**src/rtl/grf_wb_arbiter_if.sv**
```systemverilog
// Bus bundle for the GRF write-back arbiter: primary/secondary write requests,
// D-stage pending-read query and the registered GRF write port.
interface grf_wb_arbiter_if #(parameter int DEPTH = 4);
  localparam int CW = $clog2(DEPTH) + 1;

  logic          W_RegWrite;
  logic [4:0]    W_A3;
  logic [31:0]   W_WD;
  logic [31:0]   W_PC;
  logic          M_Valid;
  logic          M_Ready;
  logic [4:0]    M_A3;
  logic [31:0]   M_WD;
  logic [31:0]   M_PC;
  logic [4:0]    Rd_A1;
  logic [4:0]    Rd_A2;
  logic          Rd1_Pend;
  logic          Rd2_Pend;
  logic [CW-1:0] Q_Count;
  logic          D_GRF_RegWrite;
  logic [4:0]    D_GRF_A3;
  logic [31:0]   D_GRF_RFWD;
  logic [31:0]   D_GRF_PC;

  modport master (
    output W_RegWrite, W_A3, W_WD, W_PC,
    output M_Valid, M_A3, M_WD, M_PC,
    output Rd_A1, Rd_A2,
    input  M_Ready, Rd1_Pend, Rd2_Pend, Q_Count,
    input  D_GRF_RegWrite, D_GRF_A3, D_GRF_RFWD, D_GRF_PC
  );

  modport slave (
    input  W_RegWrite, W_A3, W_WD, W_PC,
    input  M_Valid, M_A3, M_WD, M_PC,
    input  Rd_A1, Rd_A2,
    output M_Ready, Rd1_Pend, Rd2_Pend, Q_Count,
    output D_GRF_RegWrite, D_GRF_A3, D_GRF_RFWD, D_GRF_PC
  );
endinterface

```
**src/rtl/grf_wb_arbiter.sv**
```systemverilog
// Write-back arbiter: primary W-stage writes win, late secondary results drain from a FIFO.
// Define GRF_WB_TRACE_EN to print every retired GRF write.
module grf_wb_arbiter #(
  parameter int DEPTH = 4
) (
  input logic             Clk,
  input logic             Reset,
  grf_wb_arbiter_if.slave bus
);
  localparam int AW = $clog2(DEPTH);
  localparam int CW = AW + 1;
  localparam logic [CW-1:0] FULL = CW'(DEPTH);

  logic          q_valid [DEPTH];
  logic [4:0]    q_a3    [DEPTH];
  logic [31:0]   q_wd    [DEPTH];
  logic [31:0]   q_pc    [DEPTH];
  logic [AW-1:0] wr_ptr;
  logic [AW-1:0] rd_ptr;
  logic [CW-1:0] count;

  logic          out_we;
  logic [4:0]    out_a3;
  logic [31:0]   out_wd;
  logic [31:0]   out_pc;

  logic prim_wr;
  logic push;
  logic enq;
  logic enq_valid;
  logic pop;
  logic hit1;
  logic hit2;

  assign prim_wr   = bus.W_RegWrite & (bus.W_A3 != 5'd0);
  assign bus.M_Ready = Reset & (count != FULL);
  assign push      = bus.M_Valid & bus.M_Ready;
  // $0 pushes complete the handshake but never occupy a slot
  assign enq       = push & (bus.M_A3 != 5'd0);
  assign enq_valid = ~(prim_wr & (bus.W_A3 == bus.M_A3));
  assign pop       = ~prim_wr & (count != '0);

  always_ff @(posedge Clk or negedge Reset) begin
    if (!Reset) begin
      for (int i = 0; i < DEPTH; i++) begin
        q_valid[i] <= 1'b0;
        q_a3[i]    <= 5'd0;
        q_wd[i]    <= 32'd0;
        q_pc[i]    <= 32'd0;
      end
      wr_ptr <= '0;
      rd_ptr <= '0;
      count  <= '0;
    end else begin
      // A newer primary result makes any queued write to the same register stale
      for (int i = 0; i < DEPTH; i++) begin
        if (prim_wr && q_a3[i] == bus.W_A3) q_valid[i] <= 1'b0;
      end
      if (pop) begin
        q_valid[rd_ptr] <= 1'b0;
        rd_ptr          <= rd_ptr + 1'b1;
      end
      if (enq) begin
        q_valid[wr_ptr] <= enq_valid;
        q_a3[wr_ptr]    <= bus.M_A3;
        q_wd[wr_ptr]    <= bus.M_WD;
        q_pc[wr_ptr]    <= bus.M_PC;
        wr_ptr          <= wr_ptr + 1'b1;
      end
      count <= count + CW'(enq) - CW'(pop);
    end
  end

  always_ff @(posedge Clk or negedge Reset) begin
    if (!Reset) begin
      out_we <= 1'b0;
      out_a3 <= 5'd0;
      out_wd <= 32'd0;
      out_pc <= 32'd0;
    end else if (prim_wr) begin
      out_we <= 1'b1;
      out_a3 <= bus.W_A3;
      out_wd <= bus.W_WD;
      out_pc <= bus.W_PC;
    end else if (pop) begin
      out_we <= q_valid[rd_ptr];
      if (q_valid[rd_ptr]) begin
        out_a3 <= q_a3[rd_ptr];
        out_wd <= q_wd[rd_ptr];
        out_pc <= q_pc[rd_ptr];
      end
    end else begin
      out_we <= 1'b0;
    end
  end

  always_comb begin
    hit1 = 1'b0;
    hit2 = 1'b0;
    for (int i = 0; i < DEPTH; i++) begin
      if (q_valid[i] && q_a3[i] == bus.Rd_A1) hit1 = 1'b1;
      if (q_valid[i] && q_a3[i] == bus.Rd_A2) hit2 = 1'b1;
    end
  end

  assign bus.Rd1_Pend = (bus.Rd_A1 != 5'd0) & (hit1 | (out_we & (out_a3 == bus.Rd_A1)));
  assign bus.Rd2_Pend = (bus.Rd_A2 != 5'd0) & (hit2 | (out_we & (out_a3 == bus.Rd_A2)));

  assign bus.Q_Count        = count;
  assign bus.D_GRF_RegWrite = out_we;
  assign bus.D_GRF_A3       = out_a3;
  assign bus.D_GRF_RFWD     = out_wd;
  assign bus.D_GRF_PC       = out_pc;

`ifdef GRF_WB_TRACE_EN
  always @(posedge Clk) begin
    if (out_we) $display("%d@%h: $%d <= %h", $time, out_pc, out_a3, out_wd);
  end
`else
`endif
endmodule

```
**src/flat_wrapper.sv**
```systemverilog
// flat-port wrapper written by rule: the top's interface ports become plain ports
module grf_wb_arbiter_flat 
#(
  parameter int DEPTH = 4
)
  (Clk, Reset, bus_W_RegWrite, bus_W_A3, bus_W_WD, bus_W_PC, bus_M_Valid, bus_M_A3, bus_M_WD, bus_M_PC, bus_Rd_A1, bus_Rd_A2, bus_M_Ready, bus_Rd1_Pend, bus_Rd2_Pend, bus_Q_Count, bus_D_GRF_RegWrite, bus_D_GRF_A3, bus_D_GRF_RFWD, bus_D_GRF_PC);
  grf_wb_arbiter_if #(.DEPTH(DEPTH)) bus_i ();
  input logic Clk;
  input logic Reset;
  input wire logic [$bits(bus_i.W_RegWrite)-1:0] bus_W_RegWrite;
  input wire logic [$bits(bus_i.W_A3)-1:0] bus_W_A3;
  input wire logic [$bits(bus_i.W_WD)-1:0] bus_W_WD;
  input wire logic [$bits(bus_i.W_PC)-1:0] bus_W_PC;
  input wire logic [$bits(bus_i.M_Valid)-1:0] bus_M_Valid;
  input wire logic [$bits(bus_i.M_A3)-1:0] bus_M_A3;
  input wire logic [$bits(bus_i.M_WD)-1:0] bus_M_WD;
  input wire logic [$bits(bus_i.M_PC)-1:0] bus_M_PC;
  input wire logic [$bits(bus_i.Rd_A1)-1:0] bus_Rd_A1;
  input wire logic [$bits(bus_i.Rd_A2)-1:0] bus_Rd_A2;
  output wire logic [$bits(bus_i.M_Ready)-1:0] bus_M_Ready;
  output wire logic [$bits(bus_i.Rd1_Pend)-1:0] bus_Rd1_Pend;
  output wire logic [$bits(bus_i.Rd2_Pend)-1:0] bus_Rd2_Pend;
  output wire logic [$bits(bus_i.Q_Count)-1:0] bus_Q_Count;
  output wire logic [$bits(bus_i.D_GRF_RegWrite)-1:0] bus_D_GRF_RegWrite;
  output wire logic [$bits(bus_i.D_GRF_A3)-1:0] bus_D_GRF_A3;
  output wire logic [$bits(bus_i.D_GRF_RFWD)-1:0] bus_D_GRF_RFWD;
  output wire logic [$bits(bus_i.D_GRF_PC)-1:0] bus_D_GRF_PC;
  assign bus_i.W_RegWrite = bus_W_RegWrite;
  assign bus_i.W_A3 = bus_W_A3;
  assign bus_i.W_WD = bus_W_WD;
  assign bus_i.W_PC = bus_W_PC;
  assign bus_i.M_Valid = bus_M_Valid;
  assign bus_i.M_A3 = bus_M_A3;
  assign bus_i.M_WD = bus_M_WD;
  assign bus_i.M_PC = bus_M_PC;
  assign bus_i.Rd_A1 = bus_Rd_A1;
  assign bus_i.Rd_A2 = bus_Rd_A2;
  assign bus_M_Ready = bus_i.M_Ready;
  assign bus_Rd1_Pend = bus_i.Rd1_Pend;
  assign bus_Rd2_Pend = bus_i.Rd2_Pend;
  assign bus_Q_Count = bus_i.Q_Count;
  assign bus_D_GRF_RegWrite = bus_i.D_GRF_RegWrite;
  assign bus_D_GRF_A3 = bus_i.D_GRF_A3;
  assign bus_D_GRF_RFWD = bus_i.D_GRF_RFWD;
  assign bus_D_GRF_PC = bus_i.D_GRF_PC;
  grf_wb_arbiter #(.DEPTH(DEPTH)) u_core (.Clk(Clk), .Reset(Reset), .bus(bus_i));
endmodule
```
**config.mk**
```make
export PLATFORM = sky130hd
export DESIGN_NAME = grf_wb_arbiter_flat
export DESIGN_NICKNAME = d
export VERILOG_FILES = /design/src/rtl/grf_wb_arbiter_if.sv /design/src/rtl/grf_wb_arbiter.sv /design/src/flat_wrapper.sv
export SDC_FILE = /design/constraint.sdc
export NUM_CORES = 1
export LEC_CHECK = 0
export CAP_MARGIN = 30
export CORE_MARGIN = 2
export CORE_UTILIZATION = 56
export CTS_CLUSTER_DIAMETER = 50
export DETAILED_ROUTE_END_ITERATION = 10
export HOLD_SLACK_MARGIN = 0.05
export PLACE_DENSITY = 0.8
export SYNTH_ARGS = -nofsm -noshare
export SYNTH_HDL_FRONTEND = slang
export SYNTH_SLANG_ARGS = --single-unit
```
**constraint.sdc**
```tcl
create_clock -name Clk -period 2.77 [get_ports Clk]
set_input_delay 0.831 -clock Clk [delete_from_list [all_inputs] [get_ports Clk]]
set_output_delay 0.831 -clock Clk [all_outputs]
set_load 0.02 [all_outputs]
```
Word level (Yosys, flattened, before mapping)
Index checks and enable logic that the tools add are counted.
{"block": "classes", "add_sub_neg": 4, "multipliers": 0, "div_mod_pow": 0, "magnitude_cmp": 4, "n_eq_ne": 16, "shift": 0, "muxes": 49, "bitwise": 18, "n_reduce_logical": 22}
{"operator": "two-way mux 32 bit", "n": 11}
{"operator": "bitwise mux 128 bit", "n": 2}
{"operator": "binary-select mux 32 bit (select 2 bit)", "n": 2}
{"operator": "equality test 5 bit", "n": 15}
{"operator": "demux 32 bit (select 2 bit)", "n": 1}
{"operator": "two-way mux 5 bit", "n": 6}
{"operator": "bitwise mux 20 bit", "n": 1}
{"operator": "nonzero test 5 bit", "n": 4}
{"operator": "two-way mux 1 bit", "n": 18}
{"operator": "logical AND 1 bit", "n": 14}
{"operator": "bitwise AND 1 bit", "n": 10}
{"operator": "binary-select mux 5 bit (select 2 bit)", "n": 1}
{"operator": "demux 5 bit (select 2 bit)", "n": 1}
{"operator": "two-way mux 4 bit", "n": 2}
{"operator": ">= comparator 3 bit, second input constant", "n": 2}
{"operator": "< comparator 3 x 1 -> 1 bit, second input constant", "n": 2}
{"operator": "NOT 2 -> 3 bit", "n": 2}
{"operator": "adder 2 x 1 -> 2 bit, second input constant", "n": 2}
{"operator": "bitwise AND 4 bit", "n": 1}
{"operator": "bitwise mux 4 bit", "n": 1}
{"operator": "demux 1 bit (select 2 bit)", "n": 2}
{"operator": "NOT 4 bit", "n": 1}
{"operator": "nonzero test 2 bit", "n": 2}
{"operator": "adder 3 x 1 -> 3 bit", "n": 1}
{"operator": "7 further kinds", "n": 9}
{"block": "totals", "ff_bits": 357, "latchBits": 0, "ram_bits": 0, "rom_bits": 0, "output_inout_bits": 76, "elab_cells": 136, "mem_count": 0}

Depth between registers and ports, before layout
Gate-level depths: netlist of the first run.
{"block": "logic_depth", "word_depth": 10, "depth_mapped": 11, "mapped_depth_nobuf": 8}

Least setup slack after synthesis of the first run
No wires, ideal clock.
{"block": "synth_path", "kind": "input-to-reg", "start": "input port bus_W_A3[1]", "end": "register u_core.count[2], in the netlist u_core.bus.Q_Count[2]", "setup_time_ps": 130, "t_arrival_ps": 3073, "t_required_ps": 2640, "slack_ps": -433, "stages": 11, "n_path_buf": 4, "cell_sequence": "buf_2 -> or4_1 -> o21ai_2 -> buf_4 -> buf_6 -> buf_6 -> o21ai_0 -> ha_1 -> fa_1 -> xor2_1 -> xnor2_1"}
{"block": "synth_between", "elab_chain_cells": 5}
{"element": "start: declaration", "line_no": "flat_wrapper.sv:11", "text": "input wire logic [$bits(bus_i.W_A3)-1:0] bus_W_A3;"}
{"element": "nonzero test 5 bit", "line_no": "grf_wb_arbiter.sv:35", "text": "assign prim_wr = bus.W_RegWrite & (bus.W_A3 != 5'd0);"}
{"element": "bitwise AND 1 bit", "line_no": "grf_wb_arbiter.sv:35"}
{"element": "NOT 1 bit", "line_no": "grf_wb_arbiter.sv:41", "text": "assign pop = ~prim_wr & (count != '0);"}
{"element": "bitwise AND 1 bit", "line_no": "grf_wb_arbiter.sv:41"}
{"element": "subtractor 3 x 1 -> 3 bit", "line_no": "grf_wb_arbiter.sv:70", "text": "count <= count + CW'(enq) - CW'(pop);"}
{"element": "end signal: assignment", "line_no": "grf_wb_arbiter.sv:70"}
{"element": "end: declaration", "line_no": "grf_wb_arbiter.sv:20", "text": "logic [CW-1:0] count;"}
No other way between the ends.
A chain may end at the register's enable or synchronous reset.

Worst setup path after layout of the first run
{"block": "layout_path", "start": "input port bus_Rd_A2[1]", "end": "output port bus_Rd2_Pend"}
{"block": "layout_between", "elab_chain_cells": 8, "elab_cells_between_ends": 17}
{"element": "start: declaration", "line_no": "flat_wrapper.sv:19", "text": "input wire logic [$bits(bus_i.Rd_A2)-1:0] bus_Rd_A2;"}
{"element": "equality test 5 bit", "line_no": "grf_wb_arbiter.sv:102", "text": "if (q_valid[i] && q_a3[i] == bus.Rd_A2) hit2 = 1'b1;"}
{"element": "logical AND 1 bit", "line_no": "grf_wb_arbiter.sv:102"}
{"element": "two-way mux 1 bit (4 in a row)", "line_no": "grf_wb_arbiter.sv:102"}
{"element": "OR 1 bit", "line_no": "grf_wb_arbiter.sv:107", "text": "assign bus.Rd2_Pend = (bus.Rd_A2 != 5'd0) & (hit2 | (out_we & (out_a3 == bus.Rd_A2)));"}
{"element": "bitwise AND 1 bit (*)", "line_no": "grf_wb_arbiter.sv:107"}
{"element": "end: declaration", "line_no": "flat_wrapper.sv:22", "text": "output wire logic [$bits(bus_i.Rd2_Pend)-1:0] bus_Rd2_Pend;"}
Mark *: on every way between the ends. The rest lies on a longest branch, timed or not.

==> results of run 1 <==
[per-stage QoR]
| step | hold WS, ps | utilization | setup TNS, ps | setup WS [ps] |
|---|---|---|---|---|
| final | 412 | 0.709 | -63.8 | -63.8 |
| after global routing | 515 | 0.709 | -182 | -97.4 |
| after CTS | 475 | 0.708 | -50.7 | -50.7 |
| after detailed placement | 490 | 0.662 | -109290 | -963 |
| after global placement | 484 | 0.662 | -109330 | -928 |
| after floorplan | 474 | - | -298 | -241 |
[cell type report]
class / count / area (um^2) / area share
repair buffers: 304 / 3200 / 0.142
clock inverters: 18 / 198 / 0.00879
flip-flops and latches: 357 / 8950 / 0.398
inverters: 9 / 33.8 / 0.00150
clock buffers: 59 / 1250 / 0.0555
well taps: 402 / 503 / 0.0224
multi-input cells: 709 / 8350 / 0.371
diodes: 3 / 7.51 / 0.000334
[cells in the mapped netlist]
| library cell | number | area [um^2] |
|---|---|---|
| o21ai_2 | 1 | 8.76 |
| or3_1 | 1 | 6.26 |
| o22a_1 | 2 | 17.5 |
| nand3_1 | 23 | 115 |
| or4_1 | 8 | 60.1 |
| a32oi_1 | 3 | 26.3 |
| o2111a_2 | 1 | 12.5 |
| nor2_1 | 66 | 248 |
| a21oi_1 | 66 | 330 |
| o21ai_0 | 9 | 45.0 |
| and2_1 | 1 | 6.26 |
| buf_4 | 1 | 7.51 |
| clkbuf_1 | 21 | 78.8 |
| mux4_2 | 70 | 1580 |
| mux2_2 | 5 | 56.3 |
| fa_1 | 1 | 20.0 |
| ha_1 | 9 | 113 |
| nand4_1 | 4 | 25.0 |
| xor2_1 | 51 | 447 |
| buf_2 | 29 | 145 |
| mux2_4 | 272 | 4080 |
| dfrtp_1 | 357 | 8930 |
| mux2i_1 | 66 | 661 |
| buf_12 | 29 | 581 |
| xnor2_1 | 28 | 245 |
| nand2_8 | 4 | 80.1 |
| buf_1 | 1 | 3.75 |
| or3b_2 | 1 | 8.76 |
| nand2_1 | 6 | 22.5 |
| nor4_1 | 11 | 68.8 |
| buf_6 | 3 | 33.8 |
| inv_1 | 9 | 33.8 |
[sequential cells by signal, indices dropped and copies added (netlist names)]
register / flops
u_core.q_pc: 128
u_core.q_wd: 128
u_core.bus.D_GRF_PC: 32
u_core.bus.D_GRF_RFWD: 32
u_core.q_a3: 20
u_core.bus.D_GRF_A3: 5
u_core.q_valid: 4
u_core.bus.Q_Count: 3
u_core.rd_ptr: 2
u_core.wr_ptr: 2
u_core.bus.D_GRF_RegWrite: 1
[kinds of logic (layout without fill, tap and decap cells)]
group | after synthesis | count (layout)
buffers and inverters | 93 | 390
flip-flops | 357 | 357
AND/OR/NAND/NOR | 125 | 125
XOR/XNOR | 79 | 79
multiplexers | 413 | 413
adder cells (fa/ha/maj) | 10 | 10
other | 0 | 3
AO/OA/AOI/OAI | 82 | 82
[metal layers]
| metal | part of all wire | vias up |
|---|---|---|
| li1 | - | 4728 |
| met1 | 0.44 | 5530 |
| met2 | 0.48 | 298 |
| met3 | 0.056 | 73 |
| met4 | 0.023 | 0 |
| met5 | 0 | - |
[power groups by stage]
stage | clock (uW) | sequential (uW) | combinational, uW
finish | 5680 | 9490 | 11600
global route | 6040 | 9740 | 12400
CTS | 5800 | 9430 | 11600
detailed placement | 0 | 9460 | 11600
global placement | 0 | 9330 | 11300
floorplan | 0 | 9480 | 8050
[repair_timing]
item	CTS	global route
setup buffers	4	1
gates resized for setup	64	14
setup endpoints to repair	3	3
hold buffers	0	0
endpoints found under the hold margin	0	0
pin swaps	8	7
[worst max path at each step]
| stage | end | slack [ps] | cells past startpoint |
|---|---|---|---|
| 2_1_floorplan | u_core.bus.Q_Count[2] | -240 | 11 |
| 3_3_place_gp | bus_Rd1_Pend | -930 | 7 |
| 3_5_place_dp | bus_Rd2_Pend | -960 | 7 |
| 4_1_cts | bus_Rd2_Pend | -50 | 8 |
| 5_1_grt | bus_Rd2_Pend | -100 | 6 |
| 6_report | bus_Rd2_Pend | -60 | 4 |
[worst reg2reg max path, stage by stage (launching register included)]
cell and delay [ps]:
dfrtp_1 380, buf_4 150, or3_1 520, nand3_2 180, o21ai_2 70, ha_2 180, fa_2 340, xor2_1 170
xnor2_1 130
[layout by cell type (no fill, tap or decap), types with 22 or more instances in the layout]
cell type,synthesis,routed
nand3_1,23,22
a21oi_1,66,66
mux2_4,272,272
buf_4,1,45
mux2i_1,66,66
dfrtp_1,357,347
mux4_2,70,70
xor2_1,51,50
clkbuf_16,0,45
xnor2_1,28,28
nor2_1,66,66
buf_12,29,30
clkdlybuf4s50_1,0,213
==> impl_metrics.csv, run 1 <==
group,metric,value,unit
grt,grt_util_met2,0.397,
power,power,26800,uW
yosys,yosysUniqueCellTypes,32,
die,ios,228,
cts,cts.sinks,357,
drt,viasPerCell,5.71,
grt,grt_pass1_wl,65700,um
yosys,yosys_warnings,0,
yosys,postSynthCellCount,1159,
drt,vias,10629,
die,design.core.area,31700,um^2
power,p_sw_frac,0.314,
power,power_frac_comb,0.433,
status,violations,"negative setup slack",
critical_path,r2r-start,"u_core.bus.Q_Count[1]",
sta,fmax,353,MHz
sta,finClkSkew,10.5,ps
critical_path,crit_start,"bus_Rd_A2[1]",
critical_path,worst_ep_arrival_time,2000,ps
yosys,synth_top_family_by_area,"multiplexers",
yosys,synth_compound_area_frac,0.0243,
cts,cts_root_buf,"clkbuf_16",
sta,relSlewSlack,0.401,
grt,grt_usage,0.249,
grt,grt_pass1_vias,11554,
layout,stdcell_count,1861,
power,power-per-cell-area,1190,nW/um^2
grt,grt_max_degree,173,
die,die_h,184,um
power,power_frac_seq,0.355,
run,max_cap_violations,0,
grt,use_met1,0.349,
critical_path,worst_setup_path_start_kind,"input port",
power,power_leakage,0.0108,uW
status,status,"finished with violations",
critical_path,crit_slowest_cell,"or4_1",
place,io_buffers,227,
yosys,synth_xor_area_frac,0.0382,
place,dpl.cell_count,1776,
drt,first_pass_iters,5,
sta,hold_violations,0,
critical_path,r2r_cells,8,
sta,worst_slack,-63.8,ps
power,power_switching,8420,uW
drt,wl,40600,um
sta,fin_crit,2830,ps
power,clkPwrFrac,0.212,
cts,tritoncts,"done",
critical_path,required,1940,ps
sta,tightest_slew,899,ps
place,gp_congestion,0.874,
critical_path,rr_endpoint,"u_core.bus.Q_Count[2]",
sta,maxSlewViolCount,0,
yosys,post_synth.cell_area_avg,15.6,um^2
layout,nNetsFinal,1585,
yosys,synth-simple-area-share,0.0354,
cts,cts_buffers,42,
die,die-width,184,um
power,vdd.ir_drop.worst,747,uV
yosys,ys_seq_area_frac,0.494,
critical_path,cpLargestDelayFamily,"simple AND/OR/NAND/NOR gates",
yosys,synth_seq_cells,357,
cts,clockBufferDepth,3,
critical_path,reg2reg_slack,550,ps
cts,htree_levels,2,
place,dpl_cell_area,21000,um^2
grt,antenna_found_initial,3,
grt,overflow,0,
power,p_int,18300,uW
die,rows,65,
yosys,synthAdderAreaFrac,0.00733,
yosys,synth_area,18100,um^2
hold_path,min_path_type,"input port to async pin",
critical_path,cp_num_buf_inv,2,
die,start_util,0.571,
drt,detail_route.wl_per_cell,21.8,um
cts,clk_pin_slew,60,ps
sta,rsz0062_at_grt,"yes",
critical_path,critPathMaxStageDelay,530,ps
grt,grt_use_met3,0.0464,
critical_path,crit_type,"input port to output port",
sta,setup_viol,1,
cts,insertion_delay,530,ps
die,dieArea,33800,um^2
sta,finalCritPeriodShare,1.02,
critical_path,critPathMaxFanout,4,
yosys,synth_mux_area_frac,0.352,
drt,drt_drc_violations_left,0,
layout,postLayoutCellArea,22500,um^2
yosys,synth_nets,1321,
drt,drt_iter0_drc,715,
critical_path,crit_chain,"dlygate4sd2_1 > or4_1 > o22a_1 > buf_6",
grt,grt.busiest_layer,"met2",
critical_path,endpoint_kind,"output port",
drt,postRouteAntennaNets,0,
place,dpl.hpwl,26700,um
layout,fillers,2068,
layout,areaGrowthSynthToFinish,24.3,%
layout,drive_gt1_frac,0.367,
No activity file was read; power rests on OpenSTA's default activity.
==> run 2, diff against run 1 <==
Settings changed: CORE_UTILIZATION 56 to 34, PLACE_DENSITY 0.8 to not set.
==> impl_metrics.csv, run 2 (synthesis results as in run 1) <==
group,metric,value,unit
grt,antenna_found_initial,7,
power,power-per-cell-area,1200,nW/um^2
sta,fmax,345,MHz
drt,drt_iter0_drc,504,
critical_path,r2r-start,"u_core.bus.Q_Count[1]",
layout,final_cell_mix,"345 x dfrtp_1, 272 x mux2_4, 213 x clkdlybuf4s50_1, 74 x buf_4, 70 x mux4_2",
sta,fin_crit,2900,ps
sta,final.setup.tns,-166,ps
sta,setup_viol,2,
die,rows,84,
grt,grt_max_degree,159,
grt,overflow,0,
die,die-width,235,um
place,dpl.hpwl,29200,um
die,design.core.area,52600,um^2
cts,ctsHoldBuffers,0,
cts,insertion_delay,580,ps
drt,vias,10668,
die,start_util,0.344,
layout,fillers,4721,
place,place_ws,-991,ps
power,vdd.ir_drop.worst,666,uV
die,die_h,235,um
layout,areaGrowthSynthToFinish,28.3,%
cts,cts_root_buf,"clkbuf_16",
layout,postLayoutCellArea,23200,um^2
die,ios,228,
power,power_leakage,0.0110,uW
critical_path,worst_ep_arrival_time,2070,ps
cts,cts_buffers,48,
drt,postRouteAntennaNets,0,
run,max_cap_violations,0,
sta,maxSlewViolCount,0,
critical_path,worst_setup_path_start_kind,"input port",
place,gp_congestion,0.791,
critical_path,reg2reg_slack,570,ps
cts,clockBufferDepth,3,
sta,hold_violations,0,
sta,tightest_slew,954,ps
sta,finClkSkew,25.3,ps
drt,detail_route.wl_per_cell,20.2,um
critical_path,required,1940,ps
critical_path,rr_endpoint,"u_core.bus.Q_Count[2]",
drt,viasPerCell,4.90,
layout,final_common_cell,"dfrtp_1",
critical_path,endpoint_kind,"output port",
cts,tritoncts,"done",
grt,grt_pass1_vias,11610,
sta,worst_slack,-128,ps
layout,drive_gt1_frac,0.381,
sta,relSlewSlack,0.364,
grt,grt_pass1_wl,70000,um
critical_path,crit_type,"input port to output port",
layout,fin_util,0.442,
critical_path,critPathMaxFanout,6,
drt,first_pass_iters,4,
cts,cts.sinks,357,
die,dieArea,55100,um^2
sta,finalCritPeriodShare,1.05,
layout,nNetsFinal,1614,
layout,stdcell_count,2179,
cts,clk_pin_slew,60,ps
place,io_buffers,227,
place,dpl.cell_count,2084,
cts,htree_levels,2,
drt,drt_drc_violations_left,0,
sta,rsz0062_at_grt,"yes",
status,violations,"negative setup slack",
status,status,"finished with violations",
drt,wl,44000,um
place,dpl_cell_area,21400,um^2
grt,grt_usage,0.161,
critical_path,r2r_cells,8,
layout,largestRegisters,"u_core.q_pc (128), u_core.q_wd (128)",
hold_path,min_path_type,"input port to async pin",
## run 2: cell types whose count changed in the layout (fill, tap and decap cells not counted), sizes merged
| cell | previous run | this run |
|---|---|---|
| buf | 90 | 110 |
| clkbuf | 59 | 65 |
| bufinv | 3 | 8 |
| clkdlybuf4s15 | 0 | 3 |
| clkinvlp | 1 | 3 |
| diode | 3 | 1 |
| clkinv | 6 | 5 |
| dlygate4sd2 | 1 | 0 |
## run 2: through the flow
stage                     total power [uW]  hold WS [ps]
after floorplan                      17500           474
after global placement               21000           484
after detailed placement             21200           489
after CTS                            28100           383
after global routing                 29300           424
final                                27800           399
## run 2: layout make-up
class                   count  area [um^2]  area share
clock buffers              64         1340      0.0578
flip-flops and latches    357         8950       0.386
well taps                 688          861      0.0371
diodes                      1         2.50    0.000108
multi-input cells         709         8330       0.359
repair buffers            327         3320       0.143
inverters                   9         33.8     0.00145
clock inverters            24          387      0.0166
## run 2: critical path, stage by stage
cell and delay [ps]:
clkdlybuf4s15_2 260, xor2_1 170, nor4_1 290, nand3_1 110
nand3_1 100, o22a_1 170, buf_6 130
## run 2: repair_timing
action / in CTS / in global routing
pin swaps: 15 / 11
buffers inserted: 2 / 4
gates resized for setup: 60 / 11
endpoints found under the setup margin: 3 / 4
## run 2: routing by layer
metal	vias to the layer above	track usage	share of wire
met5	-	0	0.0019
met4	12	0.0487	0.023
met3	79	0.0408	0.058
met2	256	0.252	0.46
met1	5528	0.220	0.46
li1	4793	-	-
## run 2: worst max-delay path by stage
stage                   start                     to  slack, ps
5_1_grt        u_core.q_a3[3]           bus_Rd2_Pend       -170
2_1_floorplan     bus_W_A3[2]  u_core.bus.Q_Count[2]       -240
6_report         bus_Rd_A1[0]           bus_Rd1_Pend       -130
4_1_cts        u_core.q_a3[2]           bus_Rd1_Pend       -130
3_3_place_gp     bus_Rd_A1[4]           bus_Rd1_Pend       -940
3_5_place_dp     bus_Rd_A1[3]           bus_Rd1_Pend       -990
## run 2: where the power goes
| part | internal (uW) | leakage, uW | switching (uW) | total, uW |
|---|---|---|---|---|
| clock | 4190 | 0.000838 | 2470 | 6660 |
| sequential | 7770 | 0.00425 | 1650 | 9420 |
| combinational | 7210 | 0.00589 | 4550 | 11800 |
==> run 3, diff against run 2 <==
Settings changed: PLACE_DENSITY_LB_ADDON set to 0.08, SKIP_CTS_REPAIR_TIMING set to 1.
==> impl_metrics.csv, run 3 (synthesis results as in run 1) <==
group,metric,value,unit
status,status,"finished with violations",
status,violations,"negative setup slack",
drt,drt_drc_violations_left,0,
cts,cts.sinks,357,
drt,postRouteAntennaNets,0,
critical_path,worst_setup_path_start_kind,"input port",
sta,setup_viol,2,
die,design.core.area,52600,um^2
grt,grt_usage,0.167,
die,start_util,0.344,
hold_path,min_path_type,"input port to async pin",
sta,worst_slack,-125,ps
drt,first_pass_iters,5,
sta,tightest_slew,1000,ps
drt,vias,10450,
sta,hold_violations,0,
grt,antenna_found_initial,4,
layout,final_common_cell,"dfrtp_1",
critical_path,critPathMaxFanout,6,
cts,htree_levels,2,
drt,wl,45700,um
die,die-width,235,um
layout,areaGrowthSynthToFinish,28.3,%
sta,finalCritPeriodShare,1.05,
cts,clockBufferDepth,3,
critical_path,crit_type,"input port to output port",
place,io_buffers,227,
power,power_leakage,0.0110,uW
layout,largestRegisters,"u_core.q_pc (128), u_core.q_wd (128)",
critical_path,worst_ep_arrival_time,2060,ps
layout,final_cell_mix,"344 x dfrtp_1, 272 x mux2_4, 213 x clkdlybuf4s50_1, 70 x mux4_2",
sta,maxSlewViolCount,0,
cts,cts_root_buf,"clkbuf_16",
sta,final.setup.tns,-156,ps
critical_path,required,1940,ps
critical_path,reg2reg_slack,530,ps
die,ios,228,
cts,clk_pin_slew,60,ps
drt,viasPerCell,4.81,
sta,fin_crit,2900,ps
grt,overflow,0,
die,dieArea,55100,um^2
sta,fmax,345,MHz
critical_path,endpoint_kind,"output port",
layout,drive_gt1_frac,0.379,
critical_path,worst_path_most_repeated_cell,"nand3_1",
sta,rsz0062_at_grt,"yes",
grt,grt_pass1_vias,11520,
critical_path,cp_num_buf_inv,2,
grt,grt_pass1_wl,72400,um
sta,finClkSkew,18.6,ps
run,max_cap_violations,0,
die,rows,84,
layout,nNetsFinal,1609,
critical_path,cpLargestDelayFamily,"simple AND/OR/NAND/NOR gates",
critical_path,crit_slowest_cell,"nor4_1",
place,gp_congestion,0.786,
power,vdd.ir_drop.worst,671,uV
cts,insertion_delay,580,ps
drt,drt_iter0_drc,584,
grt,grt_max_degree,158,
sta,relSlewSlack,0.333,
place,dpl.hpwl,29500,um
cts,cts_buffers,50,
critical_path,crit_chain,"dlymetal6s2s_1 > xor2_1 > nor4_1 > nand3_1 > nand3_1 > o22a_1 > clkbuf_2",
layout,fillers,4774,
place,place_ws,-957,ps
power,power-per-cell-area,1200,nW/um^2
critical_path,critPathMaxStageDelay,290,ps
cts,tritoncts,"done",
drt,detail_route.wl_per_cell,21.0,um
die,die_h,235,um
[run 3: changes by cell type in the layout (fill, tap and decap cells not counted), moves of 3 or more]
cell | before | now
buf_2 | 6 | 0
clkbuf_16 | 48 | 51
dlymetal6s2s_1 | 0 | 4
bufinv_16 | 8 | 5
buf_6 | 4 | 1
clkbuf_1 | 8 | 5
buf_4 | 74 | 62
clkinv_2 | 3 | 9
clkbuf_2 | 1 | 8
buf_12 | 25 | 30
[run 3: final cells by class]
class | count | area, um^2 | area share
Antenna cell | 1 | 2.50 | 0.000108
Clock buffer | 66 | 1430 | 0.0617
Clock inverter | 24 | 279 | 0.0120
Inverter | 9 | 33.8 | 0.00145
Multi-Input combinational cell | 709 | 8330 | 0.359
Sequential cell | 357 | 8950 | 0.386
Tap cell | 688 | 861 | 0.0371
Timing Repair Buffer | 320 | 3320 | 0.143
[run 3: through the flow]
step	cells	total power [uW]	area [um^2]	utilization	hold slack (ps)
floorplan	1159	17500	18100	-	474
global placement	2079	21200	21500	0.409	486
detailed placement	2079	21300	21500	0.409	489
CTS	2169	28200	23200	0.441	-11.7
global route	2174	29400	23200	0.442	183
finish	2174	27800	23200	0.442	210
[run 3: path summary, 6_finish.rpt]
path	startpoint	to	cells past startpoint
max	bus_Rd_A2[3]	bus_Rd2_Pend	7
min	Reset	u_core.bus.D_GRF_RFWD[24]	2
max reg2reg	u_core.bus.Q_Count[2]	u_core.bus.Q_Count[2]	8
min in group Clk	u_core.q_wd[44]	u_core.q_wd[44]	1
max in group asynchronous	Reset	u_core.q_wd[40]	3
min reg2reg	u_core.q_wd[44]	u_core.q_wd[44]	1
[run 3: power by group]
group	internal (uW)	switching, uW	total (uW)	leakage [uW]
sequential	7770	1710	9480	0.00425
combinational	7220	4520	11700	0.00593
clock	4100	2460	6570	0.000843
total	19100	8690	27800	0.0110
[run 3: layer usage]
layer / routed length (um) / part of all wire / vias to the layer above / global-route usage
met5: 35 / 0.00077 / - / 0
met3: 2160 / 0.047 / 64 / 0.0362
met4: 916 / 0.020 / 6 / 0.0481
met2: 20600 / 0.45 / 213 / 0.254
met1: 22000 / 0.48 / 5390 / 0.239
li1: - / - / 4777 / -
